**config.mk**
```make
export PLATFORM = sky130hd
export DESIGN_NAME = tone_sample_gen
export DESIGN_NICKNAME = d
export VERILOG_FILES = /design/src/rtl/tone_sample_gen.sv
export SDC_FILE = /design/constraint.sdc
export NUM_CORES = 1
export LEC_CHECK = 0
export ABC_AREA = 1
export CAP_MARGIN = 0
export CORE_ASPECT_RATIO = 0.75
export CORE_MARGIN = 2
export CORE_UTILIZATION = 39
export CTS_BUF_LIST = sky130_fd_sc_hd__clkbuf_8
export DETAILED_ROUTE_END_ITERATION = 7
export GPL_ROUTABILITY_DRIVEN = 0
export PLACE_DENSITY_LB_ADDON = 0.08
export SYNTH_ARGS = -nofsm -noshare
export SYNTH_HDL_FRONTEND = slang
export SYNTH_SLANG_ARGS = --single-unit
```
**constraint.sdc**
```tcl
create_clock -name clk -period 5.7 [get_ports clk]
set_clock_uncertainty 0.2 [all_clocks]
set_input_delay 1.425 -clock clk [delete_from_list [all_inputs] [get_ports clk]]
set_output_delay 1.425 -clock clk [all_outputs]
set_load 0.01 [all_outputs]
```
**src/rtl/tone_sample_gen.sv**
```systemverilog
// Square-wave PCM sample generator with a linear attack/release envelope.
// Turns the sequencer's tone half-period into a continuous codec sample stream.
module tone_sample_gen #(
  parameter int unsigned             SAMPLE_WIDTH = 32,
  parameter int unsigned             DELAY_WIDTH  = 19,
  parameter logic [SAMPLE_WIDTH-1:0] AMPLITUDE    = 32'd10000000,
  parameter int unsigned             RAMP_STEPS   = 16
) (
  input  logic                    clk,
  input  logic                    Reset,
  input  logic                    play,
  input  logic [DELAY_WIDTH-1:0]  delay,
  input  logic                    audio_out_allowed,
  output logic                    write_audio_out,
  output logic [SAMPLE_WIDTH-1:0] left_channel_audio_out,
  output logic [SAMPLE_WIDTH-1:0] right_channel_audio_out,
  output logic                    note_active
);

  localparam int unsigned LEVEL_WIDTH = $clog2(RAMP_STEPS) + 1;

  localparam logic [LEVEL_WIDTH-1:0]  LEVEL_ZERO  = {LEVEL_WIDTH{1'b0}};
  localparam logic [LEVEL_WIDTH-1:0]  LEVEL_ONE   = LEVEL_WIDTH'(1);
  localparam logic [LEVEL_WIDTH-1:0]  LEVEL_FULL  = LEVEL_WIDTH'(RAMP_STEPS);
  localparam logic [DELAY_WIDTH-1:0]  DELAY_ZERO  = {DELAY_WIDTH{1'b0}};
  localparam logic [DELAY_WIDTH-1:0]  DELAY_ONE   = DELAY_WIDTH'(1);
  localparam logic [SAMPLE_WIDTH-1:0] SAMPLE_ZERO = {SAMPLE_WIDTH{1'b0}};
  localparam logic [SAMPLE_WIDTH-1:0] STEP        =
    SAMPLE_WIDTH'(AMPLITUDE / SAMPLE_WIDTH'(RAMP_STEPS));

  typedef enum logic [1:0] {
    ST_IDLE    = 2'd0,
    ST_ATTACK  = 2'd1,
    ST_SUSTAIN = 2'd2,
    ST_RELEASE = 2'd3
  } state_e;

  state_e                  state_q, state_d;
  logic [DELAY_WIDTH-1:0]  active_delay_q, active_delay_d;
  logic [DELAY_WIDTH-1:0]  phase_cnt_q, phase_cnt_d;
  logic                    sq_q, sq_d;
  logic [LEVEL_WIDTH-1:0]  level_q, level_d;
  logic                    running_q;
  logic [SAMPLE_WIDTH-1:0] sample_q, sample_d;

  logic                    accept_s;
  logic                    start_s;
  logic                    note_change_s;
  logic                    phase_wrap_s;
  logic [LEVEL_WIDTH-1:0]  level_inc_s;
  logic [LEVEL_WIDTH-1:0]  level_dec_s;
  logic [SAMPLE_WIDTH-1:0] amp_s;

  assign accept_s      = running_q & audio_out_allowed;
  assign start_s       = play && (delay != DELAY_ZERO);
  assign note_change_s = !play || (delay != active_delay_q);
  assign phase_wrap_s  = (phase_cnt_q == (active_delay_q - DELAY_ONE));
  assign level_inc_s   = (level_q == LEVEL_FULL) ? LEVEL_FULL : (level_q + LEVEL_ONE);
  assign level_dec_s   = (level_q == LEVEL_ZERO) ? LEVEL_ZERO : (level_q - LEVEL_ONE);
  assign amp_s         = STEP * SAMPLE_WIDTH'(level_q);

  // Envelope FSM: next state, level and latched tone period
  always_comb begin
    state_d        = state_q;
    level_d        = level_q;
    active_delay_d = active_delay_q;
    case (state_q)
      ST_IDLE: begin
        level_d = LEVEL_ZERO;
        if (start_s) begin
          state_d        = ST_ATTACK;
          active_delay_d = delay;
        end else begin
          state_d = ST_IDLE;
        end
      end
      ST_ATTACK: begin
        if (accept_s) begin
          level_d = level_inc_s;
        end else begin
          level_d = level_q;
        end
        // An abort outranks reaching full level on the same sample
        if (note_change_s) begin
          state_d = ST_RELEASE;
        end else if (accept_s && (level_inc_s == LEVEL_FULL)) begin
          state_d = ST_SUSTAIN;
        end else begin
          state_d = ST_ATTACK;
        end
      end
      ST_SUSTAIN: begin
        level_d = LEVEL_FULL;
        if (note_change_s) begin
          state_d = ST_RELEASE;
        end else begin
          state_d = ST_SUSTAIN;
        end
      end
      ST_RELEASE: begin
        if (accept_s) begin
          level_d = level_dec_s;
        end else begin
          level_d = level_q;
        end
        if (accept_s && (level_dec_s == LEVEL_ZERO)) begin
          state_d = ST_IDLE;
        end else begin
          state_d = ST_RELEASE;
        end
      end
      default: begin
        state_d = ST_IDLE;
        level_d = LEVEL_ZERO;
      end
    endcase
  end

  // Half-period counter and square-wave polarity, independent of the FIFO handshake
  always_comb begin
    phase_cnt_d = phase_cnt_q;
    sq_d        = sq_q;
    if (state_q == ST_IDLE) begin
      phase_cnt_d = DELAY_ZERO;
      sq_d        = 1'b1;
    end else if (phase_wrap_s) begin
      phase_cnt_d = DELAY_ZERO;
      sq_d        = ~sq_q;
    end else begin
      phase_cnt_d = phase_cnt_q + DELAY_ONE;
      sq_d        = sq_q;
    end
  end

  // Next sample word: signed envelope amplitude, silent while idle
  always_comb begin
    sample_d = SAMPLE_ZERO;
    if (state_q == ST_IDLE) begin
      sample_d = SAMPLE_ZERO;
    end else if (sq_q) begin
      sample_d = amp_s;
    end else begin
      sample_d = -amp_s;
    end
  end

  // State and datapath registers
  always_ff @(posedge clk or posedge Reset) begin
    if (Reset) begin
      state_q        <= ST_IDLE;
      active_delay_q <= DELAY_ZERO;
      phase_cnt_q    <= DELAY_ZERO;
      sq_q           <= 1'b0;
      level_q        <= LEVEL_ZERO;
      running_q      <= 1'b0;
      sample_q       <= SAMPLE_ZERO;
    end else begin
      state_q        <= state_d;
      active_delay_q <= active_delay_d;
      phase_cnt_q    <= phase_cnt_d;
      sq_q           <= sq_d;
      level_q        <= level_d;
      running_q      <= 1'b1;
      sample_q       <= sample_d;
    end
  end

  assign write_audio_out         = running_q & audio_out_allowed;
  assign left_channel_audio_out  = sample_q;
  assign right_channel_audio_out = sample_q;
  assign note_active             = (state_q != ST_IDLE);

endmodule

```
* Word-level counts from Yosys, hierarchy flattened *
Cells that the tools add are included.

word-level totals
  register bits after elaboration = 79
  input port bits = 23
  output and inout port bits = 66
  word-level logic and storage cells = 54

cells by class
  reduce and logical (&&, ||, !) cells = 13
  mux-type cells = 17
  multipliers = 1
  equal/unequal tests = 9
  bitwise logic cells = 2
  $add $sub $neg = 5

operators with widths
  operator               count
  $mux 32                2
  $mux 19                2
  $neg 25->32            1
  $mul 17x5->22 const A  1
  $mux 5                 4
  $pmux 5 s4             1
  $add 19x1->19 const B  1
  $eq 19x19->1           1
  $ne 19x19->1           1
  $reduce_bool 19->1     1
  $sub 19x1->19 const B  1
  $eq 5x5->1 const B     2
  $logic_not 5->1        2
  $pmux 2 s4             1
  $mux 2                 3
  $add 5x1->5 const B    1
  $sub 5x1->5 const B    1
  $eq 2x2->1 const B     2
  $mux 1                 4
  $ne 2x2->1 const B     2
  $reduce_and 2->1       2
  $reduce_bool 2->1      2
  $logic_and 1x1->1      3
  $eq 2x1->1 const B     1
  other kinds (5)        5

* Depth between registers and ports, before layout *
Gate-level depths: netlist of run 1.

  depth in word-level cells = 7
  gate-level depth with buffers = 22
  mapped depth without buffers = 22

* Worst setup path after synthesis of run 1 *
OpenSTA, ideal clock, no wires.

  path type = register -> register
  start = register level_q[3]
  end = register sample_q[24], in the netlist left_channel_audio_out[24]
  library setup time = 0.119 ns
  required time = 5.381 ns
  setup slack = 2.060 ns
  cell stages (with the launch flop) = 20
  arrival = 3.321 ns
  cells stage by stage = dfrtp_1 > inv_1 > ha_1 > fa_1 > inv_1 > ha_1 > ha_1 > or2_1 > nand3_1 > nand2_1 > nand2_1 > nand2_1 > nor2_1 > nand3_1 > nor2_2 > nand3_1 > nand2_1 > nand3_1 > nand2_1 > nor2_1

on the way
  word-level cells in the longest chain between the ends = 4

RTL lines
  what                    line  RTL
  from (decl)             42    logic [LEVEL_WIDTH-1:0] level_q, level_d;
  from (signal assigned)  162   level_q <= level_d;
  $mul 17x5->22 *         60    assign amp_s = STEP * SAMPLE_WIDTH'(level_q);
  $neg 25->32             143   sample_d = -amp_s;
  $mux 32 *               140   end else if (sq_q) begin
  $mux 32 *               138   if (state_q == ST_IDLE) begin
  via sample_d[24]        44    logic [SAMPLE_WIDTH-1:0] sample_q, sample_d;
  to (signal assigned)    164   sample_q <= sample_d;
  to (decl)               44

The timed path passes the listed nets; every way through them passes the cells marked *.
A chain may end at the register's enable or synchronous reset.

* Final worst setup path of run 1 *
  start = register level_q[2]
  end = register sample_q[24], in the netlist left_channel_audio_out[24]

Same word-level chain as after synthesis.

==> results by group, run 1 <==
Run status
  – Status: finished, final reports clean

Synth
  – Number of flops mapped to enable cells by yosys: 0
  – Synthesized flop and latch total: 76
  – Most common flop cell mapped by yosys: dfrtp_1
  – Synthesis Warnings: 0
  – Post-Synthesis Cell Area: approximately 6500 µm²
  – Post-synth cell types: a little over 40
  – Synth area leader: dfrtp_1
  – Synth top area share: 0.293
  – Cells after synthesis: a little over 900
  – Ys async rst share: 1.00
  – Avg Inst Size Synth: between 6 and 7 µm²
  – Post-synthesis sequential area ratio: 0.293
  – Area contributors post-synth: dfrtp_1, nand2_1, ha_1

Critical path
  – Critical Path End Type: flip-flop
  – Setup CP Type: flip-flop to flip-flop
  – CP Launch Type: flip-flop
  – CP required: 5.76 ns
  – CP arrival: roughly 4.3 ns
  – Crit-path max FO: 10

GRT
  – Most Crowded Layer GR: met1
  – GRT Overall Usage: 0.193
  – GRT met3 Usage: 0.0359
  – Pin count of the biggest net entering global routing: 45
  – Grt met1 use: 0.310
  – Number of global-route vias before repair: 5215
  – Initial antenna violation count: 0
  – First-pass GRT wire length: about 27000 µm
  – GRT met2 Usage: 0.263
  – Grt ovf: 0

Cells and area
  – Non-filler cells, final: about 1200
  – Multi-input logic area: 3800 µm²
  – Final net count: approximately 1100
  – Layout cells sized above 1: 0.0626
  – Register area: 1900 µm²
  – Layout fillers: ~1700
  – Final core utilization: 0.465
  – Commonest non-fill, non-tap cell in the layout: nand2_1
  – Area Overhead vs Synth: 15.8%
  – Commonest cells after routing, fill and taps aside: nand2_1, inv_1, nor2_1, clkdlybuf4s50_1, dfrtp_1
  – Antenna cell count: 0

Detailed routing
  – Vias: 5695
  – Initial DRC count: around 440
  – Vias/cell: ~4.7
  – Final ANT Viol Nets: 0
  – WL final: about 16000 µm
  – Wire per inst: approximately 14 µm
  – DRC viols: 0
  – Detailed Routing Iterations Pass 1: 5

Clock network
  – Clock tree sinks: 76
  – Setup bufs post-CTS: 0
  – CTS tree: done
  – Clock latency on the worst-skew pair: around 0.37 ns
  – # hold bufs at CTS: 0
  – Cts bufs inserted: 9
  – H-Tree Depth: 3
  – Root Driver: clkbuf_8
  – Post_cts resized: 0
  – Clock Path Buffers: 2
  – Reg clk slew, reported paths: roughly 0.090 ns

Floorplan
  – Initial Util: 0.402
  – Row count: 40
  – Die W: 153 µm
  – Die Ht: between 100 and 150 µm
  – Die area: between 15000 and 20000 µm²
  – # IOs: 89
  – Placeable Area: approximately 16000 µm²

Place
  – Detail Placement HPWL: around 13000 µm
  – Placed insts: around 1200
  – IO Port Bufs: 82

Power
  – Leakage: roughly 3.8 nW
  – Worst VDD drop: roughly 0.26 mV
  – Pwr/cell area: 596 nW/µm²

STA
  – FMAX: between 0.2 and 0.25 GHz
  – Final setup fails: 0
  – Rel. slew slack: 0.458
  – Setup tns final: 0 ns
  – Final worst-path cycle share: 0.741
  – Fin. max-slew vios: 0
  – Measured slew at the worst slew-check pin: about 0.81 ns
  – Tmin final: 4.22 ns
  – Final Hold Fails: 0
  – RSZ-0062 raised after global routing: no

Flow run
  – Max Cap Violations: 0

Hold path
  – Hold Crit Class: flip-flop to flip-flop
-- worst max-delay path: stages (launching register included) --
cell and delay (ns):
dfrtp_1 0.58, inv_1 0.17, ha_1 0.36, ha_1 0.32
fa_1 0.46, ha_1 0.40, inv_1 0.06, nand2_1 0.11
nand3_1 0.09, nand2_1 0.16, nand3_1 0.13, nor2_1 0.24
nand3_1 0.14, nor2_2 0.20, nand3_1 0.15, nand2_1 0.11
nand3_1 0.08, nand2_1 0.06, nor2_1 0.05
-- logic make-up after synthesis --
family,share of synthesized area
buffers and inverters,0.125
other,0.00116
xor gates and xnor gates,0.0695
AOI/OAI and AO/OA,0.0776
adders and majority gates,0.107
DFF,0.293
and+or+nand+nor,0.327
-- flip-flops by register name, summed over array words and instances (netlist names) --
name and flops:
level_q 5, left_channel_audio_out 29, sq_q 1, active_delay_q 19
running_q 1, phase_cnt_q 19, state_q 2
-- cells in the mapped netlist (4+ instances only) --
library cell and count:
inv_1 126, or2_2 4, nor3_1 16, xor2_1 36
ha_1 49, nand4_1 20, nor2_1 95, nor4_1 6
dfrtp_1 76, fa_1 4, a21oi_1 39, clkbuf_1 6
xnor2_1 13, nand2_1 234, buf_4 35, nor2_2 18
nand3_1 56, o21ai_0 50, nand3b_1 6, inv_2 4
-- layout make-up --
| type | instances | area share |
|---|---|---|
| clock inverters | 5 | 0.00798 |
| repair buffers | 86 | 0.113 |
| inverters | 131 | 0.0655 |
| flip-flops and latches | 76 | 0.253 |
| well taps | 210 | 0.0349 |
| clock buffers | 11 | 0.0201 |
| multi-input cells | 682 | 0.505 |
-- report_power, final --
group          switching [mW]  internal, mW
logic                    1.77          1.23
clock network           0.220         0.227
registers               0.276         0.763
total                    2.27          2.22
-- per-layer routing --
layer / vias up / part of all wire
li1: 3043 / -
met1: 2508 / 0.57
met2: 131 / 0.37
met3: 13 / 0.046
met4: 0 / 0.0086
met5: - / 0
-- worst paths after layout --
kind / startpoint / end / slack [ns] / cells after the start
worst min-delay path: phase_cnt_q[0] / phase_cnt_q[0] / 0.33 / 1
worst max register to register: level_q[2] / left_channel_audio_out[24] / 1.48 / 18
worst max-delay path: level_q[2] / left_channel_audio_out[24] / 1.48 / 18
min in group asynchronous: Reset / phase_cnt_q[15] / 1.27 / 2
max in group asynchronous: Reset / active_delay_q[5] / 3.11 / 3
worst min register to register: phase_cnt_q[0] / phase_cnt_q[0] / 0.33 / 1
-- through the flow --
step	worst slack, ns	hold slack [ns]	cell area (µm²)	total power [mW]
2_1_floorplan	2.06	0.269	6510	3.18
3_3_place_gp	1.52	0.307	7310	4.04
3_5_place_dp	1.51	0.313	7310	4.04
4_1_cts	1.49	0.325	7520	4.51
5_1_grt	1.05	0.371	7520	5.01
6_report	1.48	0.326	7520	4.48
(Power assumes the default switching activity.)
==> run 2, diff against run 1 <==
- clock period: 5.7 -> 3.8 ns (I/O delays scaled with it)
==> run 2 against run 1 <==
Compared with the run above:
- critical path depth shrank 2
- via count grew 4.0%
- non-clock buffer count grew 26
- die area is the same
- sequential cell count is the same
- hold slack gained 0.0025 ns
- total power grew 62%
- routed wire length grew 2.4%
- count of clock-buffer cells in the layout shrank 2
- clock power grew 37%
- core utilization grew 2.1 points
- largest power group unchanged
==> results by group, run 2 (synthesized netlist as in run 1, its figures left out) <==
Critical path
  – Worst R2R Start: level_q[4]
  – Critical Path End Type: flip-flop
  – Setup CP Type: flip-flop to flip-flop
  – RR Endpoint: left_channel_audio_out[24]
  – CP arrival: 3.69 ns (-0.59 ns)
  – Reg-to-reg setup timing slack: 0.20 ns (-1.28 ns)
  – Crit path launch: level_q[4]
  – Crit-path max FO: 4 (-6)
  – CP Launch Type: flip-flop
  – Worst Setup EP: left_channel_audio_out[24]
  – Worst R2R Path Depth: 16 (-2)
  – CP required: 3.88 ns (-1.88 ns)

Floorplan
  – Die W: 153 µm (unchanged)
  – Die Ht: 116 µm (unchanged)
  – Initial Util: 0.402 (unchanged)
  – Die area: 17700 µm² (unchanged)
  – Row count: 40 (unchanged)
  – Placeable Area: 16200 µm² (unchanged)
  – # IOs: 89 (unchanged)

GRT
  – Number of global-route vias before repair: 5390 (+3.4%)
  – First-pass GRT wire length: 27800 µm (+2.9%)
  – Grt ovf: 0 (unchanged)
  – GRT Overall Usage: 0.198 (+0.00499)
  – Initial antenna violation count: 0 (unchanged)
  – Pin count of the biggest net entering global routing: 43 (-4.4%)

STA
  – Fin. max-slew vios: 0 (unchanged)
  – Final Hold Fails: 0 (unchanged)
  – RSZ-0062 raised after global routing: yes
  – Measured slew at the worst slew-check pin: 0.747 ns (-0.0643 ns)
  – Rel. slew slack: 0.501 (+0.0429)
  – Tmin final: 3.60 ns (-0.622 ns)
  – Final worst-path cycle share: 0.948 (+0.207)
  – Final setup fails: 0 (unchanged)
  – FMAX: 0.278 GHz (+17%)

Detailed routing
  – Vias/cell: 4.82 (+1.7%)
  – DRC viols: 0 (unchanged)
  – Detailed Routing Iterations Pass 1: 5 (unchanged)
  – WL final: 16700 µm (+2.4%)
  – Wire per inst: 13.6 µm (+0.20%)
  – Initial DRC count: 430 (-1.4%)
  – Vias: 5920 (+4.0%)
  – Final ANT Viol Nets: 0 (unchanged)

Place
  – IO Port Bufs: 82 (unchanged)
  – Post-DP Area: 7500 µm² (+2.6%)
  – Detail Placement HPWL: 13400 µm (+3.8%)

Clock network
  – H-Tree Depth: 3 (unchanged)
  – Cts bufs inserted: 9 (unchanged)
  – Clock latency on the worst-skew pair: 0.38 ns (about the same)
  – # hold bufs at CTS: 0 (unchanged)
  – CTS tree: done
  – Reg clk slew, reported paths: 0.10 ns (about the same)
  – Clock tree sinks: 76 (unchanged)
  – Clock Path Buffers: 2 (unchanged)
  – Root Driver: clkbuf_8

Power
  – Combinational share of power: 0.708 (+0.039)
  – P_int: 3.58 mW (+61%)
  – Clk pwr share: 0.084 (-0.016)
  – Pwr/cell area: 925 nW/µm² (+55%)
  – Leakage: 3.89 nW (+2.9%)
  – Switch share: 0.508 (+0.00232)
  – Psw: 3.69 mW (+63%)
  – Worst VDD drop: 0.382 mV (+47%)
  – Tot Pwr: 7.27 mW (+62%)
  – Register share of total power: 0.208 (-0.024)

Cells and area
  – Area Overhead vs Synth: 21.0%
  – Max reg flops: 29 (unchanged)
  – Layout cells sized above 1: 0.114 (+0.0515)
  – Commonest non-fill, non-tap cell in the layout: nand2_1
  – Antenna cell count: 0 (unchanged)
  – Final core utilization: 0.486 (+0.0207)
  – Final net count: 1088 (+2.4%)
  – Commonest cells after routing, fill and taps aside: nand2_1, inv_1, nor2_1, clkdlybuf4s50_1, dfrtp_1
  – Layout fillers: 1602 (-4.1%)
  – Fin area: 7860 µm² (+4.4%)

Flow run
  – Max Cap Violations: 0 (unchanged)

Run status
  – Status: finished, final reports clean

Hold path
  – Hold Crit Class: flip-flop to flip-flop
==> run 2: changes by cell type in the layout (fill, tap and decap cells not counted), sizes merged <==
cell	before	now
bufinv	1	0
inv	129	133
clkbuf	11	9
clkinv	5	3
clkinvlp	1	2
buf	4	30
==> run 2: stage by stage <==
step	hold slack (ns)	setup TNS, ns	instances	setup slack, ns
4_1_cts	0.331	0	1226	0.00395
6_report	0.328	0	1227	0.199
3_5_place_dp	0.307	-0.113	1209	-0.0302
3_3_place_gp	0.305	0	1209	0.00279
5_1_grt	0.371	-0.116	1227	-0.0251
2_1_floorplan	0.269	0	934	0.160
==> run 2: area by class of cell <==
| cell class | count | area [µm²] | area share |
|---|---|---|---|
| Sequential cell | 76 | 1900 | 0.242 |
| Timing Repair Buffer | 112 | 1060 | 0.135 |
| Tap cell | 210 | 263 | 0.0334 |
| Multi-Input combinational cell | 682 | 3960 | 0.504 |
| Clock inverter | 7 | 57.6 | 0.00733 |
| Inverter | 131 | 493 | 0.0627 |
| Clock buffer | 9 | 124 | 0.0158 |
==> run 2: how the worst min path moves through the flow <==
stage | start | end | slack, ns | cells past startpoint
CTS | active_delay_q[1] | active_delay_q[1] | 0.33 | 2
floorplan | phase_cnt_q[0] | phase_cnt_q[0] | 0.27 | 1
finish | active_delay_q[1] | active_delay_q[1] | 0.33 | 2
detailed placement | active_delay_q[1] | active_delay_q[1] | 0.31 | 2
global placement | active_delay_q[1] | active_delay_q[1] | 0.30 | 2
global route | phase_cnt_q[0] | phase_cnt_q[0] | 0.37 | 1
==> run 2: worst max-delay path, cell delays in order (launching register included) <==
cell	delay [ns]
dfrtp_2	0.46
ha_1	0.31
ha_1	0.28
ha_1	0.30
inv_1	0.06
fa_2	0.60
nand4_1	0.13
nor2_1	0.16
nand3_1	0.13
nor2_2	0.16
nand3_1	0.13
nor2_4	0.19
nand3_2	0.10
nand2_1	0.10
nand3_1	0.09
nand2_1	0.06
nor2_1	0.04
==> run 2: layer usage <==
| layer | up-vias | GRT usage | routed length, µm |
|---|---|---|---|
| li1 | 3096 | - | - |
| met1 | 2626 | 0.318 | 9250 |
| met2 | 179 | 0.267 | 6160 |
| met3 | 19 | 0.0363 | 1010 |
| met4 | 0 | 0.0488 | 269 |
| met5 | - | 0 | 0 |
==> run 2: repair_timing <==
action,in CTS,in global routing
endpoints found under the setup margin,5,17
buffers inserted,1,1
pin swaps,1,9
resized for setup,3,35
==> run 2: power by group through the flow <==
stage / clock network, mW / registers, mW / logic (mW)
floorplan: 0 / 1.50 / 3.26
global placement: 0 / 1.52 / 4.78
detailed placement: 0 / 1.52 / 4.77
CTS: 0.633 / 1.50 / 4.83
global route: 0.672 / 1.57 / 5.78
finish: 0.612 / 1.51 / 5.15
==> run 3, diff against run 2 <==
- CTS_CLUSTER_DIAMETER: unset -> 100
- TNS_END_PERCENT: unset -> 30
==> results of run 3 <==
Final layout, timing and power as in run 2 (identical DEF).
